==> src/rtl/stopwatch_pkg.sv <==
// Shared types and defaults for the stopwatch run/pause/lap/clear controller.
package stopwatch_pkg;

    typedef enum logic [1:0] {
        IDLE    = 2'b00,
        RUNNING = 2'b01,
        PAUSED  = 2'b10,
        LAP     = 2'b11
    } sw_state_t;

    localparam int DEFAULT_TICK_DIV    = 1000000;
    localparam int DEFAULT_SYNC_STAGES = 2;

endpackage

==> src/rtl/stopwatch_ctrl_if.sv <==
// Button, saturation and digit-chain control signals of the stopwatch controller.
interface stopwatch_ctrl_if;

    logic       btn_startstop;
    logic       btn_lap;
    logic       btn_clear;
    logic       max_flag;
    logic       count_en;
    logic       count_clr;
    logic       display_hold;
    logic [1:0] state;

    modport master (
        output btn_startstop, btn_lap, btn_clear, max_flag,
        input  count_en, count_clr, display_hold, state
    );

    modport slave (
        input  btn_startstop, btn_lap, btn_clear, max_flag,
        output count_en, count_clr, display_hold, state
    );

endinterface

==> src/rtl/stopwatch_ctrl_btn_pulse.sv <==
// Synchronizes one raw button level into clk and emits a single-cycle pulse per press.
module btn_pulse
    import stopwatch_pkg::*;
#(
    parameter int SYNC_STAGES = DEFAULT_SYNC_STAGES
) (
    input  logic clk,
    input  logic reset,
    input  logic btn,
    output logic pulse
);

    logic [SYNC_STAGES-1:0] sync;
    logic                   prev;

    always_ff @(posedge clk or negedge reset) begin
        if (!reset) begin
            sync <= '0;
            prev <= 1'b0;
        end else begin
            sync <= {sync[SYNC_STAGES-2:0], btn};
            prev <= sync[SYNC_STAGES-1];
        end
    end

    // Held buttons stay high in the synchronizer, so only the first sample yields a pulse.
    assign pulse = sync[SYNC_STAGES-1] & ~prev;

endmodule

==> src/rtl/stopwatch_ctrl.sv <==
// Run/pause/lap/clear FSM with tick prescaler driving the stopwatch digit chain.
module stopwatch_ctrl
    import stopwatch_pkg::*;
#(
    parameter int TICK_DIV    = DEFAULT_TICK_DIV,
    parameter int SYNC_STAGES = DEFAULT_SYNC_STAGES
) (
    input logic             clk,
    input logic             reset,
    stopwatch_ctrl_if.slave sw
);

    localparam int             PW   = $clog2(TICK_DIV);
    localparam logic [PW-1:0] LAST = PW'(TICK_DIV - 1);

    sw_state_t     st;
    logic [PW-1:0] presc;
    logic          en_q;
    logic          clr_q;
    logic          hold_q;
    logic          ss_p;
    logic          lap_p;
    logic          clr_p;
    logic          do_ss;
    logic          do_lap;
    logic          do_clr;
    logic          tick_due;

    btn_pulse #(.SYNC_STAGES(SYNC_STAGES)) u_ss  (.clk(clk), .reset(reset), .btn(sw.btn_startstop), .pulse(ss_p));
    btn_pulse #(.SYNC_STAGES(SYNC_STAGES)) u_lap (.clk(clk), .reset(reset), .btn(sw.btn_lap),       .pulse(lap_p));
    btn_pulse #(.SYNC_STAGES(SYNC_STAGES)) u_clr (.clk(clk), .reset(reset), .btn(sw.btn_clear),     .pulse(clr_p));

    // Only the highest-priority press of a cycle survives, even if the state then ignores it.
    assign do_clr   = clr_p;
    assign do_ss    = ss_p & ~clr_p;
    assign do_lap   = lap_p & ~ss_p & ~clr_p;
    assign tick_due = (presc == LAST);

    always_ff @(posedge clk or negedge reset) begin
        if (!reset) begin
            st     <= IDLE;
            presc  <= '0;
            en_q   <= 1'b0;
            clr_q  <= 1'b0;
            hold_q <= 1'b0;
        end else begin
            en_q  <= 1'b0;
            clr_q <= 1'b0;
            case (st)
                IDLE: begin
                    presc <= '0;
                    if (do_ss) begin
                        st <= RUNNING;
                    end else if (do_clr) begin
                        clr_q <= 1'b1;
                    end
                end
                RUNNING, LAP: begin
                    // Pausing freezes the prescaler on this edge so a resume keeps the tick phase.
                    if (do_ss) begin
                        st     <= PAUSED;
                        hold_q <= 1'b0;
                    end else begin
                        presc <= tick_due ? '0 : presc + 1'b1;
                        if (tick_due && sw.max_flag) begin
                            st     <= PAUSED;
                            hold_q <= 1'b0;
                        end else begin
                            en_q <= tick_due;
                            if (do_lap) begin
                                st     <= (st == RUNNING) ? LAP : RUNNING;
                                hold_q <= (st == RUNNING);
                            end
                        end
                    end
                end
                PAUSED: begin
                    if (do_ss) begin
                        st <= RUNNING;
                    end else if (do_clr) begin
                        st    <= IDLE;
                        presc <= '0;
                        clr_q <= 1'b1;
                    end
                end
                default: st <= IDLE;
            endcase
        end
    end

    assign sw.state        = st;
    assign sw.count_en     = en_q;
    assign sw.count_clr    = clr_q;
    assign sw.display_hold = hold_q;

endmodule

==> src/flat_wrapper.sv <==
// flat-port wrapper written by rule: the top's interface ports become plain ports
module stopwatch_ctrl_flat import stopwatch_pkg::*;
#(
    parameter int TICK_DIV    = DEFAULT_TICK_DIV,
    parameter int SYNC_STAGES = DEFAULT_SYNC_STAGES
)
  (clk, reset, sw_btn_startstop, sw_btn_lap, sw_btn_clear, sw_max_flag, sw_count_en, sw_count_clr, sw_display_hold, sw_state);
  stopwatch_ctrl_if sw_i ();
  input logic clk;
  input logic reset;
  input wire logic [$bits(sw_i.btn_startstop)-1:0] sw_btn_startstop;
  input wire logic [$bits(sw_i.btn_lap)-1:0] sw_btn_lap;
  input wire logic [$bits(sw_i.btn_clear)-1:0] sw_btn_clear;
  input wire logic [$bits(sw_i.max_flag)-1:0] sw_max_flag;
  output wire logic [$bits(sw_i.count_en)-1:0] sw_count_en;
  output wire logic [$bits(sw_i.count_clr)-1:0] sw_count_clr;
  output wire logic [$bits(sw_i.display_hold)-1:0] sw_display_hold;
  output wire logic [$bits(sw_i.state)-1:0] sw_state;
  assign sw_i.btn_startstop = sw_btn_startstop;
  assign sw_i.btn_lap = sw_btn_lap;
  assign sw_i.btn_clear = sw_btn_clear;
  assign sw_i.max_flag = sw_max_flag;
  assign sw_count_en = sw_i.count_en;
  assign sw_count_clr = sw_i.count_clr;
  assign sw_display_hold = sw_i.display_hold;
  assign sw_state = sw_i.state;
  stopwatch_ctrl #(.TICK_DIV(TICK_DIV), .SYNC_STAGES(SYNC_STAGES)) u_core (.clk(clk), .reset(reset), .sw(sw_i));
endmodule
==> config.mk <==
export PLATFORM = sky130hd
export DESIGN_NAME = stopwatch_ctrl_flat
export DESIGN_NICKNAME = d
export VERILOG_FILES = /design/src/rtl/stopwatch_pkg.sv /design/src/rtl/stopwatch_ctrl_if.sv /design/src/rtl/stopwatch_ctrl_btn_pulse.sv /design/src/rtl/stopwatch_ctrl.sv /design/src/flat_wrapper.sv
export SDC_FILE = /design/constraint.sdc
export NUM_CORES = 1
export LEC_CHECK = 0
export CAP_MARGIN = 20
export CORE_ASPECT_RATIO = 0.9
export CORE_MARGIN = 2
export CORE_UTILIZATION = 30
export CTS_BUF_LIST = sky130_fd_sc_hd__clkbuf_16
export DETAILED_ROUTE_END_ITERATION = 10
export PLACE_DENSITY = 0.52
export REMOVE_ABC_BUFFERS = 1
export SYNTH_ARGS = -nofsm -noshare
export SYNTH_HDL_FRONTEND = slang
export SYNTH_SLANG_ARGS = --single-unit
==> constraint.sdc <==
create_clock -name clk -period 3.9 [get_ports clk]
set_clock_uncertainty 0.2 [all_clocks]
set_input_delay 0.78 -clock clk [delete_from_list [all_inputs] [get_ports clk]]
set_output_delay 0.78 -clock clk [all_outputs]
set_load 0.005 [all_outputs]
==> results_dict.tcl <==
set metrics [dict create \
    mostFrequentLayoutCells "34 x dfrtp_1, 18 x nand2_1, 17 x nor2_1" \
    crit_slowest_cell "dfrtp_1" \
    io_pins 11 \
    critical-path-max-stage-delay_ns 0.66 \
    antennaDiodeCount 0 \
    clk_pin_slew_ns 0.05 \
    grt_use_total_pct 12.9 \
    syn_area_per_cell_um2 10.1 \
    drt-wirelength-per-cell_um 13.7 \
    rsz0062_at_grt "false" \
    grt_antenna_before_repair 0 \
    worst_slew_pin_slew_ns 0.689 \
    final_common_cell "dfrtp_1" \
    drv_cap 0 \
    place.detailed.hpwl_mm 2.41 \
    startpoint_type "flop" \
    final_hold_viol_count 0 \
    drt-total-wl_mm 3.37 \
    max_slew_margin_pct 53.9 \
    gp_congestion 0.822 \
    core_um2 5290 \
    fin_crit_sh_pct 64.8 \
    use_met2_pct 19.3 \
    synth_top_cells_by_area "dfrtp_1 51%, nand4_1 4.9%, nand2_1 4.1%" \
    min_path_type "flop to flop" \
    port_buffers 10 \
    finalSetupViolCount 0 \
    insertion_delay_ns 0.27 \
    syn_inst 164 \
    cts_tree "done" \
    fin_crit_ns 2.53 \
    drc 0 \
    overflow 0 \
    met3_usage_pct 4.37 \
    die_w_um 82.4 \
    fmax_mhz 396 \
    htreeDepth 2 \
    cts_max_path_buffers 2 \
    ctsHoldBuffers 0 \
    cts_setup_buffers 0 \
    drtAntennaViolNets 0 \
    vias 1278 \
    status "completed" \
    firstDrtPassIters 4 \
    drt_iter0_drc 81 \
    grt_busiest_layer "met2" \
    use_met1_pct 17.4 \
    synth_area_um2 1660 \
    cts_root_buffer "clkbuf_16" \
    grt_pass1_wl_mm 5.78 \
    die-area_um2 6140 \
    drive_above_1_share_pct 8.99 \
    endpoint_kind "primary output" \
    cp_data_arrival_time_ns 1.55 \
    grt_pass1_vias 1233 \
    cts_num_sinks 34 \
    rows 25 \
    cts_resized 0 \
    crit_required_ns 2.92 \
    fin_nets 184 \
    worst-path-max-fanout 16 \
    synth_seq_area_share_pct 51.3 \
    crit_buf_inv 1 \
    peakVddDrop_v 0.000231 \
    leakagePower_nw 0.808 \
    yosysUniqueCellTypes 39 \
    vias_per_cell 5.22 \
    critPathKind "flop to primary output" \
    tns_ns 0 \
    chipHeight_um 74.5 \
    path_cells "clkdlybuf4s50_1" \
    cp_top_family "flip-flops" \
    power.total_mw 0.919 \
    start_util_pct 31.4 \
    synth_top_cell_by_area "dfrtp_1" \
    yosysWarnings 0 \
    ys_seq_elements 34 \
    syn_to_final_growth_pct 16.8 \
    powerDensity_nw_per_um2 475 \
    finalMaxSlewViolations 0 \
    grt_max_degree 35 \
    cts_buffers 5 \
    netlist.area_leader.share_pct 51.3 \
]
-- flip-flops by register name, indices dropped and copies added, names as in the netlist --
register	count
u_core.u_ss.sync	2
u_core.sw.state	2
u_core.sw.count_en	1
u_core.sw.display_hold	1
u_core.presc	20
u_core.u_lap.prev	1
u_core.u_lap.sync	2
u_core.u_clr.sync	2
u_core.sw.count_clr	1
u_core.u_ss.prev	1
u_core.u_clr.prev	1
-- through the flow --
step | cells | worst slack [ns] | hold slack, ns | util [%] | cell area (um2)
2_1_floorplan | 159 | 1.96 | 0.131 | - | 1610
3_3_place_gp | 237 | 1.66 | 0.138 | 34.0 | 1800
3_5_place_dp | 237 | 1.59 | 0.146 | 34.0 | 1800
4_1_cts | 245 | 1.36 | 0.158 | 36.6 | 1940
5_1_grt | 245 | 1.29 | 0.166 | 36.6 | 1940
6_report | 245 | 1.37 | 0.154 | 36.6 | 1940
-- layer usage --
metal	share of wire (%)	vias to the layer above
li1	-	625
met1	48	632
met2	47	16
met3	3.6	5
met4	1.4	0
met5	0	-
-- path summary, 6_finish.rpt --
path / start / cells past startpoint / slack, ns / end
worst max-delay path: u_core.sw.state[0] / 1 / 1.37 / sw_state[0]
worst min-delay path: u_core.u_lap.sync[0] / 0 / 0.15 / u_core.u_lap.sync[1]
worst max register to register: u_core.presc[0] / 6 / 1.66 / u_core.presc[10]
worst min register to register: u_core.u_lap.sync[0] / 0 / 0.15 / u_core.u_lap.sync[1]
max in group asynchronous: reset / 2 / 2.46 / u_core.presc[18]
min in group asynchronous: reset / 2 / 0.74 / u_core.u_lap.sync[1]
-- worst reg2reg max path, cell delays in order (launching register included) --
cell and delay, ns:
dfrtp_1 0.41, ha_1 0.26, and3_1 0.22, nand4_1 0.13, o21a_1 0.32, nand2_1 0.17, o311ai_0 0.40
-- final cells by class --
class                           instances  area, um2
Inverter                                3       11.3
Timing Repair Buffer                   11        108
Clock inverter                          3       12.5
Clock buffer                            5        125
Sequential cell                        34        851
Tap cell                               67       83.8
Fill cell                             527       3350
Multi-Input combinational cell        122        744
-- cell families (layout without fill, tap and decap cells) --
kind of cell / count (synthesis) / after routing / synth area share (%)
compound gates: 22 / 22 / 9.81
xor+xnor: 10 / 10 / 5.28
fa+ha+maj: 1 / 1 / 0.755
buf+inv: 8 / 22 / 3.77
flops: 34 / 34 / 51.3
simple gates: 89 / 89 / 29.1
-- Yosys cell counts --
cell type  instances
nand3_1           10
a221o_1            2
nor4_1             3
and3_1             5
nor2_4             1
xnor2_1            3
clkbuf_8           1
and4_2             2
nand4_1           13
nor3_1             5
buf_6              3
nor2_1            17
a211o_2            1
a211oi_4           1
or2b_2             1
xor2_1             7
o311ai_1           1
clkbuf_1           1
dfrtp_1           34
nor4b_2            1
o311ai_0           2
or3_1              1
o32ai_1            1
nor2b_1            2
a21o_1             1
ha_1               1
nand2_1           18
nor2_2             1
inv_1              3
a21oi_1            3
and2_1             3
nand2b_1           2
nand3b_1           1
and4_1             1
o21ai_0            8
or2_2              1
o21a_1             1
o211ai_1           1
and4b_1            1
-- report_power, final --
part           internal [mW]  switching (mW)
clock                  0.230           0.132
combinational         0.0572          0.0887
sequential             0.378          0.0322
total                  0.666           0.253
Power figures use the tool's default switching activity.
==> RTL edit, RTL diff (same settings) <==
Set the package constant `DEFAULT_SYNC_STAGES` to 4 (it was 2).
--- a/src/rtl/stopwatch_pkg.sv
+++ b/src/rtl/stopwatch_pkg.sv
@@ -11,3 +11,3 @@
     localparam int DEFAULT_TICK_DIV    = 1000000;
-    localparam int DEFAULT_SYNC_STAGES = 2;
+    localparam int DEFAULT_SYNC_STAGES = 4;
 
Formal check against the unedited RTL: not equivalent (Yosys sat finds a counterexample within 4 cycles, from zero or initial values and one cycle with reset low).
==> RTL edit against the original RTL <==
- first-iteration DRC count rose by 3.7%
- sequential cell count rose by 6
- critical path type unchanged
- largest cell class unchanged
- area after synthesis rose by 9.1%
- sequential power rose by 15%
- final area rose by 12%
- total power rose by 29%
- final cell count rose by 8.2%
- count of clock-buffer cells in the layout did not move
- combinational power fell by 15%
- wire length rose by 5.2%
- worst setup slack improved by 150 ps
==> RTL edit: results (changes against the original RTL) <==
Fillers: 543 (+3.0%)
Yosys warning total: 0 (unchanged)
VDD IR-drop max: 150 uV (-35%)
H-tree Lvls: 2 (unchanged)
Root Driver: clkbuf_16
Unique masters post-synth: 40 (+2.6%)
I/O Buffers: 10 (unchanged)
DR pass1 iterations: 6 (+2)
Clock transition at path regs: 60 ps
Crit Path Max Fanout: 11 (-5)
RePlAce Congestion: 0.750 (-8.8%)
Slew HR: 41.5% (-12 points)
Placement Cell Area: 1960 um2 (+9.1%)
first-pass GRT wire length: 6200 um (+7.3%)
CTS resizes: 0 (unchanged)
Post-synth top cells: 40 x dfrtp_1, 21 x nand2_1, 14 x a21oi_1, 12 x or3_1, 11 x inv_1
setup_tns: 0 ps (unchanged)
slowest cell delay on critical path: 570 ps (-90 ps)
synth top area cells: dfrtp_1 55%, nand2_1 4.4%, or3_1 4.2%
post-CTS setup buffer count: 0 (unchanged)
Routed WL per cell: 13.4 um (-2.7%)
slowest CP cell: clkdlybuf4s50_1
final setup violation count: 0 (unchanged)
max reg flops: 20 (unchanged)
Tot GR Track Use: 12.0% (-0.90 points)
total number of vias: 1343 (+5.1%)
fraction of registers with async set/reset: 100% (unchanged)
share of layout cells above drive strength 1: 7.69% (-1.3 points)
cts bufs inserted: 5 (unchanged)
hold crit path type: flip-flop to flip-flop
clock buffer depth: 2 (unchanged)
CP top delay family: buffers and inverters
diodes inserted: 0 (unchanged)
Starting DRT DRC Count: 84 (+3.7%)
antenna violations before repair: 0 (unchanged)
Leak: 0.864 nW (+7.0%)
largest net degree at the start of global routing: 41 (+17%)
hpwl dp: 2280 um (-5.4%)
Skew-Pair Late Insertion Delay: 280 ps
status: completed
Top reg by flops: u_core.presc
NumNets Final: 201 (+9.2%)
post-synthesis sequential area ratio: 55.4% (+4.0 points)
Data arrival, critical path: 1390 ps (-160 ps)
## RTL edit: kinds of logic (layout without fill, tap and decap cells)
group,Yosys count,after routing,share of synthesized area [%]
mux,2,2,1.18
simple gates,83,83,25.8
compound gates,36,36,11.2
xor+xnor,3,3,1.45
buf+inv,17,30,4.29
fa+ha+maj,1,1,0.692
flops,40,40,55.4
## RTL edit: metrics by stage
step	instances	worst slack [ps]	util [%]	total power, mW	hold slack (ps)
after floorplan	176	1520	-	0.545	131
after global placement	257	1620	34.1	0.604	132
after detailed placement	257	1620	34.1	0.606	135
after CTS	265	1490	37.8	1.20	148
after global routing	265	1330	37.8	1.24	160
final	265	1530	37.8	1.19	146
## RTL edit: power by group
group | internal, mW | leakage [nW] | switching [mW] | total [mW]
clock network | 0.431 | 0.104 | 0.160 | 0.591
registers | 0.443 | 0.515 | 0.0285 | 0.471
logic | 0.0532 | 0.245 | 0.0713 | 0.124
total | 0.927 | 0.864 | 0.259 | 1.19
## RTL edit: path summary, 6_finish.rpt
check | from | to | slack, ps | depth (start not counted)
hold reg to reg | u_core.u_lap.sync[2] | u_core.u_lap.sync[3] | 150 | 0
setup / recovery | u_core.sw.state[0] | sw_state[0] | 1530 | 1
setup reg to reg | u_core.presc[2] | u_core.presc[19] | 1620 | 5
hold / removal | u_core.u_lap.sync[2] | u_core.u_lap.sync[3] | 150 | 0
max in group asynchronous | reset | u_core.presc[9] | 2540 | 1
min in group asynchronous | reset | u_core.u_lap.sync[0] | 420 | 1
## RTL edit: layout make-up
type / instances / share of cell area (%)
sequential: 40 / 46.0
multi-input combinational: 125 / 33.5
clock buffer: 5 / 5.75
timing repair buffer: 11 / 4.71
clock inverter: 3 / 4.14
tap: 70 / 4.02
inverter: 11 / 1.90
## RTL edit: routing by layer
| layer | up-vias | share of wire, % | track usage [%] |
|---|---|---|---|
| li1 | 671 | - | - |
| met1 | 631 | 50 | 17.1 |
| met2 | 36 | 43 | 16.8 |
| met3 | 5 | 4.9 | 4.57 |
| met4 | 0 | 1.6 | 3.81 |
| met5 | - | 0 | 0 |
